<file path="src/rtl/pc_sequencer.sv">
// Program counter sequencer for the MIPS pipeline. Picks the next fetch
// address from sequential, branch, jump and register targets, and drives the IF/ID flush.
module pc_sequencer #(
  parameter int unsigned PC_SIZE    = 32,
  parameter int unsigned PC_STEP    = 4,
  parameter int unsigned COUNT_SIZE = 32
) (
  input  logic                  i_clock,
  input  logic                  i_reset,
  input  logic                  i_enable,
  input  logic                  i_stall,
  input  logic                  i_halt,
  input  logic                  i_jump,
  input  logic [PC_SIZE-1:0]    i_jump_addr,
  input  logic                  i_jr,
  input  logic [PC_SIZE-1:0]    i_jr_addr,
  input  logic                  i_branch_taken,
  input  logic [PC_SIZE-1:0]    i_branch_addr,
  output logic [PC_SIZE-1:0]    o_pc,
  output logic [PC_SIZE-1:0]    o_pc_plus4,
  output logic                  o_flush,
  output logic                  o_halted,
  output logic                  o_misaligned,
  output logic [COUNT_SIZE-1:0] o_fetch_count
);

  typedef enum logic [1:0] {
    ST_RUN    = 2'd0,
    ST_FLUSH  = 2'd1,
    ST_HALTED = 2'd2
  } state_t;

  state_t                r_state;
  logic [PC_SIZE-1:0]    r_pc;
  logic                  r_flush;
  logic                  r_halted;
  logic                  r_misaligned;
  logic [COUNT_SIZE-1:0] r_count;

  logic                  w_redirect;
  logic [PC_SIZE-1:0]    w_target;
  logic [PC_SIZE-1:0]    w_pc_seq;
  logic [COUNT_SIZE-1:0] w_count_inc;

  // Redirect source selection: jr beats jump beats branch.
  always_comb begin
    w_redirect = i_jr | i_jump | i_branch_taken;
    w_target   = i_branch_addr;
    if (i_jr) begin
      w_target = i_jr_addr;
    end else if (i_jump) begin
      w_target = i_jump_addr;
    end
  end

  assign w_pc_seq    = r_pc + PC_SIZE'(PC_STEP);
  assign w_count_inc = r_count + COUNT_SIZE'(1);

  always_ff @(posedge i_clock) begin
    if (i_reset) begin
      r_state      <= ST_RUN;
      r_pc         <= '0;
      r_flush      <= 1'b0;
      r_halted     <= 1'b0;
      r_misaligned <= 1'b0;
      r_count      <= '0;
    end else if (i_enable) begin
      case (r_state)
        ST_RUN: begin
          r_flush <= 1'b0;
          if (i_halt) begin
            r_state  <= ST_HALTED;
            r_halted <= 1'b1;
          end else if (i_stall) begin
            r_pc <= r_pc;
          end else if (w_redirect) begin
            r_pc    <= {w_target[PC_SIZE-1:2], 2'b00};
            r_flush <= 1'b1;
            r_state <= ST_FLUSH;
            r_count <= w_count_inc;
            if (w_target[1:0] != 2'b00) begin
              r_misaligned <= 1'b1;
            end
          end else begin
            r_pc    <= w_pc_seq;
            r_count <= w_count_inc;
          end
        end
        // ID holds a bubble here, so only the stall matters.
        ST_FLUSH: begin
          r_flush <= 1'b0;
          r_state <= ST_RUN;
          if (!i_stall) begin
            r_pc    <= w_pc_seq;
            r_count <= w_count_inc;
          end
        end
        ST_HALTED: begin
          r_flush  <= 1'b0;
          r_halted <= 1'b1;
        end
        default: begin
          r_state <= ST_RUN;
          r_flush <= 1'b0;
        end
      endcase
    end
  end

  assign o_pc          = r_pc;
  assign o_pc_plus4    = r_pc + PC_SIZE'(PC_STEP);
  assign o_flush       = r_flush;
  assign o_halted      = r_halted;
  assign o_misaligned  = r_misaligned;
  assign o_fetch_count = r_count;

endmodule

</file>
<file path="config.mk">
export PLATFORM = sky130hd
export DESIGN_NAME = pc_sequencer
export DESIGN_NICKNAME = d
export VERILOG_FILES = /design/src/rtl/pc_sequencer.sv
export SDC_FILE = /design/constraint.sdc
export NUM_CORES = 1
export LEC_CHECK = 0
export ABC_CLOCK_PERIOD_IN_PS = 3600
export CAP_MARGIN = 10
export CORE_MARGIN = 2
export CORE_UTILIZATION = 55
export CTS_CLUSTER_SIZE = 14
export DETAILED_ROUTE_END_ITERATION = 7
export DONT_BUFFER_PORTS = 1
export HOLD_SLACK_MARGIN = 0.05
export PLACE_DENSITY = 0.7
export SLEW_MARGIN = 20
export SYNTH_ARGS = -nofsm -noshare
export SYNTH_HDL_FRONTEND = slang
export SYNTH_SLANG_ARGS = --single-unit
</file>
<file path="constraint.sdc">
create_clock -name i_clock -period 3.6 [get_ports i_clock]
set_clock_uncertainty 0.15 [all_clocks]
set_input_delay 0.36 -clock i_clock [delete_from_list [all_inputs] [get_ports i_clock]]
set_output_delay 0.36 -clock i_clock [all_outputs]
set_load 0.01 [all_outputs]
</file>
# Word-level counts from Yosys, hierarchy flattened
# Index checks and enable logic that the tools add are counted.
# totals
output_inout_bits,99
inputBits,104
wordCells,50
regBits,69
# classes
n_mux,20
reduce_logical,9
eq_ne,8
n_bitwise,5
addsub,2
# ops
op,count
two-way mux 32 bit,8
case mux 32 bit (2 select lines),2
adder 32 x 1 -> 32 bit (second input constant),1
adder 32 x 3 -> 32 bit (second input constant),1
inequality test 2 bit (second input constant),4
two-way mux 2 bit,3
inequality test 3 bit (second input constant),2
AND reduction 3 bit,2
AND reduction 6 bit,1
nonzero test 2 bit,3
two-way mux 1 bit,5
AND reduction 5 bit,1
case mux 2 bit (2 select lines),1
AND reduction 4 bit,1
NOT 1 bit,3
== test 2 x 1 -> 1 bit (second input constant),1
== test 2 bit (second input constant),1
logical NOT 2 bit,1
bitwise OR 1 bit,2
case mux 1 bit (2 select lines),1

# Logic depth before layout (Yosys ltp)
# depth
word_depth,6
depth_mapped,8
ltp_nobuf,6

# Worst setup path after synthesis
# Ideal clock, no wire load.
# synth_timing
path_type,reg2reg
start,register r_pc[2] (netlist: o_pc[2])
end,register r_pc[28] (netlist: o_pc[28])
stages_incl_launch_ff,8
synth_period_minus_slack_ns,2.334
setup_ns,0.079
n_path_buf,1
slack_ns,1.266
t_required_ns,3.371
arrival_ns,2.105
cell_sequence,dfxtp_1 ha_1 and3_1 clkbuf_1 nand2_1 or4_4 or4_1 o211ai_1
# synth_via
elab_chain_len,5
elab_cells_between_ends,6
classes_between,add/sub: 1; mux: 5
# synth_rtl
element,line_no,source
"start, declared",34,logic [PC_SIZE-1:0] r_pc;
"start signal, assigned",75,r_pc <= r_pc;
"start signal, assigned",77,"r_pc <= {w_target[PC_SIZE-1:2], 2'b00};"
"start signal, assigned",85,r_pc <= w_pc_seq;
adder 32 x 3 -> 32 bit (*),56,assign w_pc_seq = r_pc + PC_SIZE'(PC_STEP);
two-way mux 32 bit,76,end else if (w_redirect) begin
two-way mux 32 bit,74,end else if (i_stall) begin
two-way mux 32 bit,71,if (i_halt) begin
case mux 32 bit (2 select lines) (*),68,case (r_state)
# Mark *: on every way between the ends. The rest lies on a longest branch, timed or not. The select of a mux whose other input is x is not followed.
# A chain may end at the register's enable or synchronous reset.

# Worst setup path in the final report
# layout_timing
start,register r_pc[10] (netlist: o_pc[10])
end,output port o_pc_plus4[29]
# layout_via
elab_chain_len,1
# layout_rtl
element,line_no,source
adder 32 x 3 -> 32 bit,111,assign o_pc_plus4 = r_pc + PC_SIZE'(PC_STEP);
"end, declared",20,"output logic [PC_SIZE-1:0] o_pc_plus4,"
# No other way between the ends.

==> flow_results.xml <==
<?xml version="1.0" encoding="UTF-8"?>
<metrics>
  <group name="yosys">
    <metric name="yosysTopAreaCellShare" unit="%">29.5</metric>
    <metric name="netlist.top_cell.by_area" unit="">sky130_fd_sc_hd__dfxtp_1</metric>
    <metric name="postSynthAreaPerCell" unit="um^2">7.54</metric>
    <metric name="synthesis_stage_register_bit_count" unit="">67</metric>
    <metric name="postSynth.asyncResetShare" unit="%">0</metric>
    <metric name="post_synth_instance_area" unit="um^2">4550</metric>
    <metric name="synth_warnings" unit="">0</metric>
    <metric name="synth_cell_types" unit="">50</metric>
    <metric name="ys_dominant_reg_cell" unit="">sky130_fd_sc_hd__dfxtp_1</metric>
    <metric name="synth_edf_count" unit="">0</metric>
    <metric name="netlist_instances" unit="">603</metric>
    <metric name="yosysSeqAreaShare" unit="%">29.5</metric>
    <metric name="ys_top_cells_by_area" unit="">sky130_fd_sc_hd__dfxtp_1 (29%), sky130_fd_sc_hd__mux2i_1 (7.5%), sky130_fd_sc_hd__xnor2_1 (6.5%), sky130_fd_sc_hd__a21oi_1 (5.3%), sky130_fd_sc_hd__o21ai_0 (5.3%)</metric>
  </group>
  <group name="timing">
    <metric name="tightest_pin_transition" unit="ns">0.700</metric>
    <metric name="min_period_over_period" unit="%">83.1</metric>
    <metric name="timing_max_transition_violations_final" unit="">0</metric>
    <metric name="final.hold.worst_slack" unit="ns">0.0628</metric>
    <metric name="max-slew-margin-rel" unit="%">52.9</metric>
    <metric name="timing.final.hold_violations" unit="">0</metric>
    <metric name="setup_viol" unit="">0</metric>
    <metric name="setup_tns" unit="ns">0</metric>
    <metric name="period_needed" unit="ns">2.99</metric>
    <metric name="fmaxAchievable" unit="MHz">334</metric>
    <metric name="rsz0062_at_grt" unit="">no</metric>
  </group>
  <group name="global_route">
    <metric name="gr-usage-all-layers" unit="%">28.3</metric>
    <metric name="top_usage_layer" unit="">met2</metric>
    <metric name="first_global_vias" unit="">3905</metric>
    <metric name="grt_max_degree" unit="">63</metric>
    <metric name="groute.layer.met1.usage" unit="%">38.2</metric>
    <metric name="global_route.overflow_total" unit="">0</metric>
    <metric name="use_met2" unit="%">44.4</metric>
    <metric name="wire_length_of_the_first_global_routing_pass" unit="mm">19.9</metric>
    <metric name="globalRouteMet3Util" unit="%">8.38</metric>
    <metric name="antenna_found_initial" unit="">0</metric>
  </group>
  <group name="power_and_ir_drop">
    <metric name="p_per_area" unit="nW/um^2">368</metric>
    <metric name="pwr-share-clk" unit="%">44.7</metric>
    <metric name="comb_power_share" unit="%">10.1</metric>
    <metric name="max-vdd-ir-drop" unit="mV">0.234</metric>
    <metric name="switchingPower" unit="uW">451</metric>
    <metric name="power_report.internal_total" unit="uW">1310</metric>
    <metric name="power_switching_share" unit="%">25.5</metric>
    <metric name="p_leak" unit="uW">0.00163</metric>
    <metric name="power.sequential.fraction" unit="%">45.2</metric>
  </group>
  <group name="detailed_routing">
    <metric name="drt-total-wl" unit="mm">13.2</metric>
    <metric name="ant_nets" unit="">0</metric>
    <metric name="wl_per_cell" unit="um">19.3</metric>
    <metric name="drt_iter0_drc" unit="">287</metric>
    <metric name="route.detailed.vias_per_inst" unit="">6.47</metric>
    <metric name="drt-pass1-iter-count" unit="">5</metric>
    <metric name="detail_route.drc_violations" unit="">0</metric>
    <metric name="num_vias" unit="">4435</metric>
  </group>
  <group name="worst_setup_path">
    <metric name="crit_buf_inv" unit="">0</metric>
    <metric name="crit_family" unit="">simple AND/OR/NAND/NOR gates</metric>
    <metric name="worstSetupStartpointType" unit="">flop</metric>
    <metric name="rr_worst_depth" unit="">5</metric>
    <metric name="r2r_setup_slk" unit="ns">0.92</metric>
    <metric name="cpPeakStageDelay" unit="ns">0.66</metric>
    <metric name="crit_chain" unit="">nand4_1 &gt; nor3_1 &gt; and3_1 &gt; xor2_1</metric>
    <metric name="timing.critical_path.required" unit="ns">3.09</metric>
    <metric name="r2r-end" unit="">o_fetch_count[28]$_SDFFE_PP0P_</metric>
    <metric name="critical-path-slowest-cell" unit="">sky130_fd_sc_hd__nor3_1</metric>
    <metric name="worstSetupEndpointType" unit="">output pin</metric>
    <metric name="regToRegStartpoint" unit="">o_fetch_count[3]$_SDFFE_PP0P_</metric>
    <metric name="timing.setup.critical_path_class" unit="">reg2out</metric>
    <metric name="path_max_fanout" unit="">8</metric>
    <metric name="worst_ep_arrival_time" unit="ns">2.48</metric>
  </group>
  <group name="clocking">
    <metric name="post_cts_resized" unit="">0</metric>
    <metric name="cts-root-to-sink-buffers" unit="">2</metric>
    <metric name="cts_tree" unit="">yes</metric>
    <metric name="h-tree-depth" unit="">3</metric>
    <metric name="ctsRootBufferMaster" unit="">sky130_fd_sc_hd__clkbuf_8</metric>
    <metric name="numCtsBuffers" unit="">9</metric>
    <metric name="clkLatencyLatePin" unit="ns">0.35</metric>
    <metric name="post-cts-setup-buffer-count" unit="">0</metric>
    <metric name="cts_sinks" unit="">67</metric>
    <metric name="clk_pin_slew" unit="ns">0.08</metric>
  </group>
  <group name="finish">
    <metric name="flow.area_growth_from_synthesis" unit="%">5.45</metric>
    <metric name="final_util" unit="%">59.0</metric>
    <metric name="final_net_count" unit="">682</metric>
    <metric name="storage_cell_area" unit="um^2">1340</metric>
    <metric name="fillerInstances" unit="">751</metric>
    <metric name="finalInstanceArea" unit="um^2">4800</metric>
    <metric name="ant_cells" unit="">0</metric>
    <metric name="multiInputGateArea" unit="um^2">2970</metric>
    <metric name="post_route_cells_drive_above_1_share" unit="%">5.68</metric>
  </group>
  <group name="floorplanning">
    <metric name="start_util" unit="%">55.9</metric>
    <metric name="die_area" unit="um^2">9020</metric>
    <metric name="die_w" unit="um">95.0</metric>
    <metric name="placementRows" unit="">33</metric>
    <metric name="core" unit="um^2">8130</metric>
    <metric name="io-pin-count" unit="">203</metric>
    <metric name="die_h" unit="um">95.0</metric>
  </group>
  <group name="outcome">
    <metric name="run_status" unit="">finished clean</metric>
  </group>
  <group name="worst_hold_path">
    <metric name="worst_min_path_start" unit="">i_reset</metric>
    <metric name="worst_hold_path_type" unit="">in2reg</metric>
    <metric name="worst_hold_path.endpoint" unit="">o_pc[13]$_SDFFE_PP0P_</metric>
    <metric name="hold_path_depth" unit="">2</metric>
  </group>
  <group name="run">
    <metric name="maxCapViolCount" unit="">0</metric>
  </group>
  <group name="place">
    <metric name="dp_hpwl" unit="mm">9.32</metric>
    <metric name="post_dp_cell_area" unit="um^2">4510</metric>
    <metric name="global_placer_s_final_weighted_congestion" unit="">0.881</metric>
    <metric name="buffer_ports.inserted" unit="">0</metric>
  </group>
</metrics>
==> power groups by stage <==
stage / logic (uW) / clock network, uW / registers (uW)
2_1_floorplan: 166 / 0 / 802
3_3_place_gp: 158 / 0 / 813
3_5_place_dp: 161 / 0 / 814
4_1_cts: 177 / 798 / 797
5_1_grt: 197 / 827 / 801
6_report: 178 / 789 / 798
==> per-stage QoR <==
| stage | power, uW | setup slack (ns) | instances |
|---|---|---|---|
| 3_3_place_gp | 971 | 1.06 | 668 |
| 6_report | 1760 | 0.607 | 686 |
| 2_1_floorplan | 969 | 1.27 | 606 |
| 4_1_cts | 1770 | 0.656 | 686 |
| 5_1_grt | 1820 | 0.424 | 686 |
| 3_5_place_dp | 975 | 0.945 | 668 |
==> layer usage <==
layer / share of wire, % / routed length, um
met5: 0 / 0
met4: 1.4 / 192
met3: 9.5 / 1270
met2: 46 / 6110
met1: 43 / 5680
==> cells in the final DEF (no fill, tap or decap), types with 8 or more instances in the layout <==
cell type	instances
sky130_fd_sc_hd__nand2b_1	8
sky130_fd_sc_hd__clkbuf_8	10
sky130_fd_sc_hd__xor2_1	13
sky130_fd_sc_hd__nor4_1	13
sky130_fd_sc_hd__nor2_1	51
sky130_fd_sc_hd__mux2i_1	34
sky130_fd_sc_hd__dfxtp_1	67
sky130_fd_sc_hd__and4_1	9
sky130_fd_sc_hd__a21oi_1	48
sky130_fd_sc_hd__o21ai_0	48
sky130_fd_sc_hd__or3_1	10
sky130_fd_sc_hd__nand4_1	18
sky130_fd_sc_hd__xnor2_1	34
sky130_fd_sc_hd__nor3_1	21
sky130_fd_sc_hd__inv_1	10
sky130_fd_sc_hd__nand2_1	60
sky130_fd_sc_hd__nand3_1	28
==> cells in the mapped netlist, types with 6 or more instances <==
cell,number
sky130_fd_sc_hd__dfxtp_1,67
sky130_fd_sc_hd__mux2i_1,34
sky130_fd_sc_hd__nand3_1,28
sky130_fd_sc_hd__or3_1,10
sky130_fd_sc_hd__nand2b_1,8
sky130_fd_sc_hd__nor2_1,51
sky130_fd_sc_hd__a21oi_1,48
sky130_fd_sc_hd__inv_1,10
sky130_fd_sc_hd__and2_1,6
sky130_fd_sc_hd__xnor2_1,34
sky130_fd_sc_hd__o21ai_0,48
sky130_fd_sc_hd__and3_1,6
sky130_fd_sc_hd__nand4_1,18
sky130_fd_sc_hd__nor3_1,21
sky130_fd_sc_hd__xor2_1,13
sky130_fd_sc_hd__a211oi_1,6
sky130_fd_sc_hd__buf_4,6
sky130_fd_sc_hd__a22oi_1,6
sky130_fd_sc_hd__clkbuf_1,31
sky130_fd_sc_hd__and4_1,9
sky130_fd_sc_hd__nor4_1,13
sky130_fd_sc_hd__o32ai_1,6
sky130_fd_sc_hd__nand2_1,60
==> area by class of cell <==
cell class / instances / area share, %
sequential: 67 / 28.0
multi-input combinational: 482 / 61.9
timing repair buffer: 6 / 1.41
inverter: 10 / 0.782
tap: 105 / 2.74
clock buffer: 10 / 2.87
clock inverter: 6 / 2.35
==> kinds of logic (layout without fill, tap and decap cells) <==
family,after synthesis,count (layout),synth area share (%)
mux,39,39,8.72
fa+ha+maj,2,2,0.550
buf+inv,57,32,5.50
simple gates,252,252,28.7
other cells,1,4,0.0824
flops,67,67,29.5
xor+xnor,47,47,9.05
compound gates,138,138,17.9
==> worst max path at each step <==
stage / start / to / depth (start not counted)
after floorplan: o_pc[2]$_SDFFE_PP0P_ / o_pc[28]$_SDFFE_PP0P_ / 7
after global placement: o_fetch_count[3]$_SDFFE_PP0P_ / o_fetch_count[28]$_SDFFE_PP0P_ / 5
after detailed placement: o_fetch_count[3]$_SDFFE_PP0P_ / o_fetch_count[28]$_SDFFE_PP0P_ / 5
after CTS: o_pc[13]$_SDFFE_PP0P_ / o_pc_plus4[31] / 5
after global routing: o_pc[13]$_SDFFE_PP0P_ / o_pc_plus4[31] / 5
final: o_pc[10]$_SDFFE_PP0P_ / o_pc_plus4[29] / 4
==> worst register-to-register path: cells and delay by family (launching register included) <==
family        cells  cell delay (ns)
simple gates      4             1.61
flops             1             0.47
mux               1             0.36
==> flip-flops by register name, indices dropped and copies added (netlist names) <==
| register | cells |
|---|---|
| o_fetch_count | 32 |
| o_flush | 1 |
| o_halted | 1 |
| o_misaligned | 1 |
| o_pc | 30 |
| r_state | 2 |
==> repair_timing <==
action | in CTS | in global routing
hold buffers | 2 | 0
hold endpoints to repair | 60 | 0
setup endpoints to repair | 0 | 0
No activity file was read; power rests on OpenSTA's default activity.
